### config.mk
export PLATFORM = sky130hd
export DESIGN_NAME = lgn_frame_loader
export DESIGN_NICKNAME = d
export VERILOG_FILES = /design/src/rtl/lgn_frame_loader.sv
export SDC_FILE = /design/constraint.sdc
export NUM_CORES = 1
export LEC_CHECK = 0
export ABC_AREA = 1
export CAP_MARGIN = 0
export CORE_ASPECT_RATIO = 1.4
export CORE_UTILIZATION = 49
export CTS_BUF_LIST = sky130_fd_sc_hd__clkbuf_16
export CTS_CLUSTER_DIAMETER = 150
export DETAILED_ROUTE_END_ITERATION = 10
export PLACE_DENSITY = 0.81
export SKIP_LAST_GASP = 1
export SLEW_MARGIN = 20
export SYNTH_ARGS = -nofsm -noshare
export SYNTH_HDL_FRONTEND = slang
export SYNTH_SLANG_ARGS = --single-unit
export TNS_END_PERCENT = 100
### constraint.sdc
create_clock -name clk -period 1.6 [get_ports clk]
set_input_delay 0.32 -clock clk [delete_from_list [all_inputs] [get_ports clk]]
set_output_delay 0.32 -clock clk [all_outputs]
set_load 0.01 [all_outputs]
### src/rtl/lgn_frame_loader.sv
// Host-side frame loader: replays a pixel byte stream onto the chip's strobed
// pixel bus, waits out the settle latency, then returns the captured score.
module lgn_frame_loader #(
    parameter int unsigned WORDS   = 98,
    parameter int unsigned BUS_W   = 8,
    parameter int unsigned OUT_W   = 16,
    parameter int unsigned LATENCY = 4,
    parameter int unsigned FRAME_W = 16
) (
    input  logic               clk,
    input  logic               rst_n,
    input  logic               flush,
    input  logic               s_valid,
    output logic               s_ready,
    input  logic [BUS_W-1:0]   s_data,
    output logic [BUS_W-1:0]   pix_out,
    output logic               we_n,
    input  logic [OUT_W-1:0]   res_in,
    output logic               m_valid,
    input  logic               m_ready,
    output logic [OUT_W-1:0]   m_data,
    output logic               busy,
    output logic [FRAME_W-1:0] frame_cnt
);

    localparam int unsigned CNT_W = ($clog2(WORDS) > 7) ? $clog2(WORDS) : 7;
    localparam logic [CNT_W-1:0]   LAST_WORD   = CNT_W'(WORDS - 1);
    localparam logic [CNT_W-1:0]   CNT_ONE     = CNT_W'(1);
    localparam logic [7:0]         SETTLE_INIT = 8'(LATENCY);
    localparam logic [FRAME_W-1:0] FRAME_ONE   = FRAME_W'(1);

    typedef enum logic [1:0] {
        ST_LOAD,
        ST_SETTLE,
        ST_RESULT
    } state_t;

    state_t           state, state_nxt;
    logic [CNT_W-1:0] word_cnt, word_cnt_nxt;
    logic [7:0]       settle_cnt, settle_cnt_nxt;
    logic             accept, capture, handshake;

    assign s_ready = (state == ST_LOAD);
    assign m_valid = (state == ST_RESULT);
    assign busy    = (state != ST_LOAD) || (word_cnt != '0);

    // flush overrides any accept or result handshake on the same edge
    always_comb begin
        state_nxt      = state;
        word_cnt_nxt   = word_cnt;
        settle_cnt_nxt = settle_cnt;
        accept         = 1'b0;
        capture        = 1'b0;
        handshake      = 1'b0;
        if (flush) begin
            state_nxt    = ST_LOAD;
            word_cnt_nxt = '0;
        end else begin
            case (state)
                ST_LOAD: begin
                    if (s_valid) begin
                        accept = 1'b1;
                        if (word_cnt == LAST_WORD) begin
                            state_nxt      = ST_SETTLE;
                            word_cnt_nxt   = '0;
                            settle_cnt_nxt = SETTLE_INIT;
                        end else begin
                            word_cnt_nxt = word_cnt + CNT_ONE;
                        end
                    end
                end
                ST_SETTLE: begin
                    if (settle_cnt == '0) begin
                        capture   = 1'b1;
                        state_nxt = ST_RESULT;
                    end else begin
                        settle_cnt_nxt = settle_cnt - 8'd1;
                    end
                end
                ST_RESULT: begin
                    if (m_ready) begin
                        handshake = 1'b1;
                        state_nxt = ST_LOAD;
                    end
                end
                default: state_nxt = ST_LOAD;
            endcase
        end
    end

    always_ff @(posedge clk or negedge rst_n) begin
        if (!rst_n) begin
            state      <= ST_LOAD;
            word_cnt   <= '0;
            settle_cnt <= '0;
            pix_out    <= '0;
            we_n       <= 1'b1;
            m_data     <= '0;
            frame_cnt  <= '0;
        end else begin
            state      <= state_nxt;
            word_cnt   <= word_cnt_nxt;
            settle_cnt <= settle_cnt_nxt;
            we_n       <= !accept;
            if (accept)    pix_out   <= s_data;
            if (capture)   m_data    <= res_in;
            if (handshake) frame_cnt <= frame_cnt + FRAME_ONE;
        end
    end

endmodule

==> results of run 1 <==
==> power breakdown <==
group / internal (uW) / leakage, uW / switching, uW
Clock: 1010 / 0.000137 / 621
Combinational: 156 / 0.00120 / 129
Sequential: 1500 / 0.000765 / 15.9
==> final timing paths <==
| check | end | slack [ns] | depth (start not counted) |
|---|---|---|---|
| worst max-delay path | busy | 0.02 | 4 |
| worst min-delay path | m_data[0]$_DFFE_PN0P_ | 0.47 | 2 |
| worst max register to register | frame_cnt[11]$_DFFE_PN0P_ | 0.14 | 8 |
| worst min register to register | m_data[0]$_DFFE_PN0P_ | 0.47 | 2 |
| max in group asynchronous | frame_cnt[13]$_DFFE_PN0P_ | 0.58 | 3 |
| min in group asynchronous | frame_cnt[2]$_DFFE_PN0P_ | 0.48 | 2 |
==> layout by cell type (no fill, tap or decap), types with 4 or more instances in the layout <==
| cell type | n |
|---|---|
| sky130_fd_sc_hd__a21oi_1 | 5 |
| sky130_fd_sc_hd__buf_4 | 27 |
| sky130_fd_sc_hd__clkbuf_16 | 9 |
| sky130_fd_sc_hd__clkdlybuf4s50_1 | 59 |
| sky130_fd_sc_hd__clkinv_2 | 5 |
| sky130_fd_sc_hd__dfrtp_1 | 53 |
| sky130_fd_sc_hd__dfrtp_2 | 4 |
| sky130_fd_sc_hd__dlygate4sd2_1 | 9 |
| sky130_fd_sc_hd__ha_1 | 6 |
| sky130_fd_sc_hd__inv_1 | 28 |
| sky130_fd_sc_hd__inv_2 | 5 |
| sky130_fd_sc_hd__nand2_1 | 130 |
| sky130_fd_sc_hd__nand3_1 | 35 |
| sky130_fd_sc_hd__nand4_1 | 4 |
| sky130_fd_sc_hd__nor2_1 | 28 |
| sky130_fd_sc_hd__nor2_4 | 4 |
| sky130_fd_sc_hd__o21ai_1 | 13 |
| sky130_fd_sc_hd__xnor2_1 | 6 |
| sky130_fd_sc_hd__xor2_1 | 9 |
==> cell families after synthesis <==
logic type	count (synthesis)	synth area share, %
xor+xnor	15	4.54
simple gates	214	33.2
buf+inv	36	5.32
flops	58	50.2
fa+ha+maj	6	2.59
compound gates	23	4.19
==> area by class of cell <==
cell class	instances	area [um2]	area share [%]
Inverter	33	130	3.11
Tap cell	68	85.1	2.04
Clock inverter	6	27.5	0.658
Timing Repair Buffer	102	950	22.7
Multi-Input combinational cell	258	1310	31.2
Clock buffer	9	225	5.39
Sequential cell	58	1460	34.9
==> worst max-delay path, stage by stage (launching register included) <==
cell and delay, ns:
sky130_fd_sc_hd__dfrtp_2 0.42, sky130_fd_sc_hd__buf_4 0.15, sky130_fd_sc_hd__nor2_4 0.11, sky130_fd_sc_hd__nand4_1 0.11, sky130_fd_sc_hd__clkbuf_2 0.15
==> routing by layer <==
| metal | wire length (um) | vias to the layer above |
|---|---|---|
| met5 | 0 | - |
| met1 | 2680 | 1256 |
| met2 | 3800 | 63 |
| li1 | - | 1337 |
| met4 | 168 | 0 |
| met3 | 246 | 15 |
==> metrics by stage <==
step           total power, uW  util (%)  instance area (um2)  setup TNS [ns]  hold slack, ns
6_report                  3440      74.6                 4180               0           0.466
5_1_grt                   3570      74.6                 4180         -0.0342           0.495
4_1_cts                   3470      74.4                 4170          -0.135           0.470
3_5_place_dp              1830      68.5                 3840          -0.937           0.305
3_3_place_gp              1820      68.5                 3840          -0.352           0.300
2_1_floorplan             1620         -                 2890               0          0.0244
==> timing repair <==
item	CTS	global route
setup endpoints to repair	19	8
setup buffers	10	0
resized for setup	16	7
hold endpoints to repair	17	0
hold buffers	1	0
==> flip-flops by register name, summed over array words and instances, names as in the netlist <==
signal / count
frame_cnt: 16
m_data: 16
pix_out: 8
settle_cnt: 8
word_cnt: 7
state: 2
we_n: 1
==> cells in the mapped netlist, drive strengths merged <==
cell type  instances
xor2               9
or2                1
inv               31
nand3             39
o21ai             16
dfrtp             57
o22ai              2
nor2              35
a21oi              5
nand4              4
ha                 6
nand2            132
clkinv             2
buf                3
dfstp              1
nor3               3
xnor2              6
==> impl_results.md, run 1 <==
* Number of fillers in the final layout at 425
* Sequential cell area fraction in the yosys report at 50.2%
* H-tree depth reported by CTS at 3
* Global Route met1 Usage at 26.6%
* Initial DRC Count at 137
* Number of setup violations in the final report at 0
* CTS tree: built
* Final-stage net count at 497
* Fraction of met3 tracks used by global routing at 6.77%
* Maximum count of clock buffers along a single path at 2
* Type of destination of the critical path: output port
* Port bufs at 72
* Final count of pins violating max slew at 0
* Maximum fanout count along the critical path at 3
* Transition time at the pin with the least slew margin at 0.470 ns
* Required @ worst endpoint at 1.28 ns
* Drt total wl at 6.90 mm
* RSZ-0062 raised after global routing: true
* Die extent in x at 67.0 um
* Final weighted congestion in routability-driven placement at 0.895
* Leakage power at 0.00211 uW
* Max Cap Violations at 0
* Synthesized area divided by synthesized cell count at 8.22 um2
* Power per cell area at 822 nW/um2
* Category of the worst setup path launch point: flop
* Core Box Area at 5610 um2
* Detailed Place HPWL at 4.96 mm
* Yosys cell types at 30
* Antenna violations before repair at 0
* Count of vias placed by the detailed router at 2671
* Worst r2r src: state[0]$_DFFE_PN0P_
* Worst slack at placement at -0.0868 ns
* Clock latency on the worst-skew pair at 0.32 ns
* Maximum number of pins on one net before global-route repair at 30
* Vias in the first global route at 2688
* Pre-antenna DRT Iters at 4
* GR met2 Demand/Resource at 43.8%
* Critical path data arrival time at 1.26 ns
* Yosys warning total at 0
* Post-Syn Instances at 352
* Cell area after synthesis at 2890 um2
* Number of CTS-inserted buffers at 9
* Biggest area contributors in the synthesized netlist: sky130_fd_sc_hd__dfrtp_1 49%, sky130_fd_sc_hd__nand2_1 17%, sky130_fd_sc_hd__nand3_1 6.1%, sky130_fd_sc_hd__nor2_1 3.6%, sky130_fd_sc_hd__inv_1 3.4%
* Outcome: finished, final reports clean
* Clock transition at the registers of the reported paths at 0.05 ns
* Global router's overall resource usage at 24.9%
* Top-Level Pins at 73
* Class of the tightest hold or removal check: flop to flop
* Relative slew slack at 68.7%
* Root Buffer Master: sky130_fd_sc_hd__clkbuf_16
* Count of inserted antenna diode cells at 0
* Yosys top cell area share at 49.3%
* Number of hold violations in the final report at 0
* Die height at 92.9 um
* Maximum vdd ir drop at 658 uV
* First-pass GRT wire length at 11.6 mm
* Critical path class: flop to output port
* Peak Freq at 631 MHz
* Sink Count at 58
* Count of antenna-violating nets left after detailed routing at 0
* Number of non-filler instances in the completed layout at 534
* Layout area overhead at 44.4%
* DP Cell Count at 508
* Worst setup path startpoint: state[1]$_DFFE_PN0P_
* Share of the clock period used by the worst path after layout at 99.0%
* Routed wire length per instance at 12.9 um
* Die Area at 6220 um2
* PnR worst setup slack at 0.0164 ns
* Layer with the highest usage: met2
* Post-layout min period at 1.58 ns
* #FFs+latches synth at 58
* Net Count, Synth at 387
* Number of vias per cell after detailed routing at 5.00
* Congestion Overflow GR at 0
* Rows at 32
* Effective utilization at floorplan at 51.6%
* DRC violations left at 0
* Biggest area consumer among synthesized cells: sky130_fd_sc_hd__dfrtp_1
* Worst clock skew at 0.00354 ns
* Hold path startpoint: m_data[0]$_DFFE_PN0P_
* Fraction of layout instances using a drive strength above 1 at 15.5%
(Power assumes the default switching activity.)
==> inputs of run 2 (changes only) <==
--- a/config.mk
+++ b/config.mk
@@ -12,7 +12,9 @@
 export CTS_BUF_LIST = sky130_fd_sc_hd__clkbuf_16
 export CTS_CLUSTER_DIAMETER = 150
 export DETAILED_ROUTE_END_ITERATION = 10
+export MAX_ROUTING_LAYER = met4
 export PLACE_DENSITY = 0.81
+export REMOVE_ABC_BUFFERS = 1
 export SKIP_LAST_GASP = 1
 export SLEW_MARGIN = 20
 export SYNTH_ARGS = -nofsm -noshare
==> impl_results.md, run 2 (synthesized netlist as in run 1, its figures left out) <==
* Critical Path Slowest Stage Cell: sky130_fd_sc_hd__clkdlybuf4s50_1
* Number of fillers in the final layout at 416 (-2.1%)
* Routed wire length per instance at 12.8 um (-0.62%)
* Count of vias placed by the detailed router at 2683 (+0.45%)
* Top-Level Pins at 73 (unchanged)
* Critical path data arrival time at 1.23 ns (-0.03 ns)
* Cell family with most CP delay: buffers and inverters
* Fraction of layout instances using a drive strength above 1 at 15.8% (+0.36 points)
* Antenna violations before repair at 0 (unchanged)
* Regs by FF count: frame_cnt x16, m_data x16
* Maximum number of pins on one net before global-route repair at 59 (+97%)
* Final count of pins violating max slew at 0 (unchanged)
* Count of antenna-violating nets left after detailed routing at 0 (unchanged)
* Die Area at 6220 um2 (unchanged)
* Root Buffer Master: sky130_fd_sc_hd__clkbuf_16
* Number of setup violations in the final report at 0 (unchanged)
* Critical path class: flop to output port
* Outcome: finished with violations
* Area of the multi-input gates at 1310 um2 (+0.58%)
* Number of hold violations in the final report at 6 (+6)
* Global router's overall resource usage at 25.5% (+0.59 points)
* Overall power of the completed layout at 3580 uW (+4.3%)
* Die extent in x at 67.0 um (unchanged)
* Post-layout min period at 1.55 ns (-0.0301 ns)
* Pre-antenna DRT Iters at 4 (unchanged)
* Final-stage net count at 498 (+0.20%)
* Sink Count at 58 (unchanged)
* Series of cell instances along the critical path: clkdlybuf4s50_1
* Clock transition at the registers of the reported paths at 0.05 ns (about the same)
* Category of the worst setup path launch point: flop
* Effective utilization at floorplan at 51.6% (unchanged)
* Detailed Place HPWL at 4.73 mm (-4.7%)
* H-tree depth reported by CTS at 3 (unchanged)
* Transition time at the pin with the least slew margin at 0.302 ns (-0.168 ns)
* Share of the clock period used by the worst path after layout at 97.1% (-1.9 points)
* Leakage power at 0.00215 uW (+2.0%)
* Count of inserted antenna diode cells at 0 (unchanged)
* Failing checks: negative hold slack
* Area used by sequential logic in the layout at 1460 um2 (about the same)
* Initial DRC Count at 150 (+9.5%)
* Worst setup slack for register-to-register paths at 0.13 ns (about the same)
* First-pass GRT wire length at 11.5 mm (-0.54%)
* Die height at 92.9 um (unchanged)
* Core Box Area at 5610 um2 (unchanged)
* Max Cap Violations at 0 (unchanged)
* Number of CTS-inserted buffers at 9 (unchanged)
* Congestion Overflow GR at 0 (unchanged)
* Type of destination of the critical path: output port
* Class of the tightest hold or removal check: primary input to async pin
* CP bufs+invs at 1 (-1)
* Relative slew slack at 79.9% (+11 points)
* Most common cell after layout, fill and taps aside: sky130_fd_sc_hd__nand2_1
* Rows at 32 (unchanged)
* Number of non-filler instances in the completed layout at 536 (+0.37%)
* Required @ worst endpoint at 1.28 ns (about the same)
* Final worst hold slack at -0.0105 ns (-0.476 ns)
* Drt total wl at 6.88 mm (-0.25%)
* Number of buffers added to fix hold violations after cts at 0 (-1)
* Maximum vdd ir drop at 608 uV (-7.6%)
* DRC violations left at 0 (unchanged)
* CTS tree: built
* Maximum fanout count along the critical path at 2 (-1)
* Port bufs at 72 (unchanged)
* Commonest cells after routing, fill and taps aside: 130 x sky130_fd_sc_hd__nand2_1, 59 x sky130_fd_sc_hd__clkdlybuf4s50_1, 54 x sky130_fd_sc_hd__dfrtp_1
* DP Cell Count at 511 (+0.59%)
* Vias in the first global route at 2702 (+0.52%)
* Number of vias per cell after detailed routing at 5.01 (about the same)
* Share of the core filled with cells in the final layout at 75.6% (+1.0 points)
* Layout area overhead at 46.5%
* Peak Freq at 644 MHz (+1.9%)
* Worst clock skew at 0.00399 ns (+0.000450 ns)
* Final weighted congestion in routability-driven placement at 0.855 (-4.5%)
* Maximum count of clock buffers along a single path at 2 (unchanged)
* RSZ-0062 raised after global routing: false
* Clock latency on the worst-skew pair at 0.32 ns (about the same)
* Power per cell area at 846 nW/um2 (+2.9%)
* Largest stage delay, worst path at 0.56 ns (+0.14 ns)
[run 2: area by class of cell]
| type | instances | share of cell area [%] |
|---|---|---|
| clock buffer | 9 | 5.31 |
| clock inverter | 7 | 1.30 |
| inverter | 33 | 3.07 |
| multi-input combinational | 258 | 31.0 |
| sequential | 58 | 34.4 |
| tap | 68 | 2.01 |
| timing repair buffer | 103 | 23.0 |
[run 2: worst paths after layout]
path | end | from | depth (start not counted)
max in group asynchronous | we_n$_DFF_PN1_ | rst_n | 2
setup / recovery | m_data[3] | m_data[3]$_DFFE_PN0P_ | 1
hold reg to reg | m_data[0]$_DFFE_PN0P_ | m_data[0]$_DFFE_PN0P_ | 2
setup reg to reg | frame_cnt[10]$_DFFE_PN0P_ | frame_cnt[1]$_DFFE_PN0P_ | 6
min in group clk | m_data[0]$_DFFE_PN0P_ | m_data[0]$_DFFE_PN0P_ | 2
hold / removal | frame_cnt[4]$_DFFE_PN0P_ | rst_n | 2
[run 2: per-stage QoR]
step | worst slack, ns | instance area, um2 | setup TNS [ns]
2_1_floorplan | 0.165 | 2870 | 0
3_3_place_gp | -0.0643 | 3870 | -1.12
3_5_place_dp | -0.0999 | 3870 | -1.59
4_1_cts | -0.0788 | 4210 | -0.0788
5_1_grt | 0.00909 | 4240 | 0
6_report | 0.0466 | 4240 | 0
[run 2: power breakdown]
group	internal [uW]	switching (uW)	leakage (uW)
clock network	1170	611	0.000154
registers	1500	16.0	0.000767
logic	156	128	0.00123
total	2830	754	0.00215
[run 2: repair_timing]
item,4_1_cts,5_1_grt
setup buffers,8,1
pin swaps,0,0
endpoints found under the setup margin,18,12
gates resized for setup,14,10
[run 2: worst register-to-register path: stages (launching register included)]
cell and delay [ns]:
sky130_fd_sc_hd__dfrtp_1 0.41, sky130_fd_sc_hd__ha_1 0.22, sky130_fd_sc_hd__nand3_1 0.11, sky130_fd_sc_hd__nor3_1 0.20
sky130_fd_sc_hd__buf_4 0.18, sky130_fd_sc_hd__nand2_1 0.07, sky130_fd_sc_hd__xor2_1 0.15
[run 2: per-layer routing]
layer	vias to the layer above	part of all wire [%]	global-route usage, %	routed length [um]
met2	68	54	44.2	3730
met3	24	3.6	6.90	249
met5	-	0	-	0
li1	1340	-	-	-
met4	0	3.0	11.7	208
met1	1251	39	26.0	2700
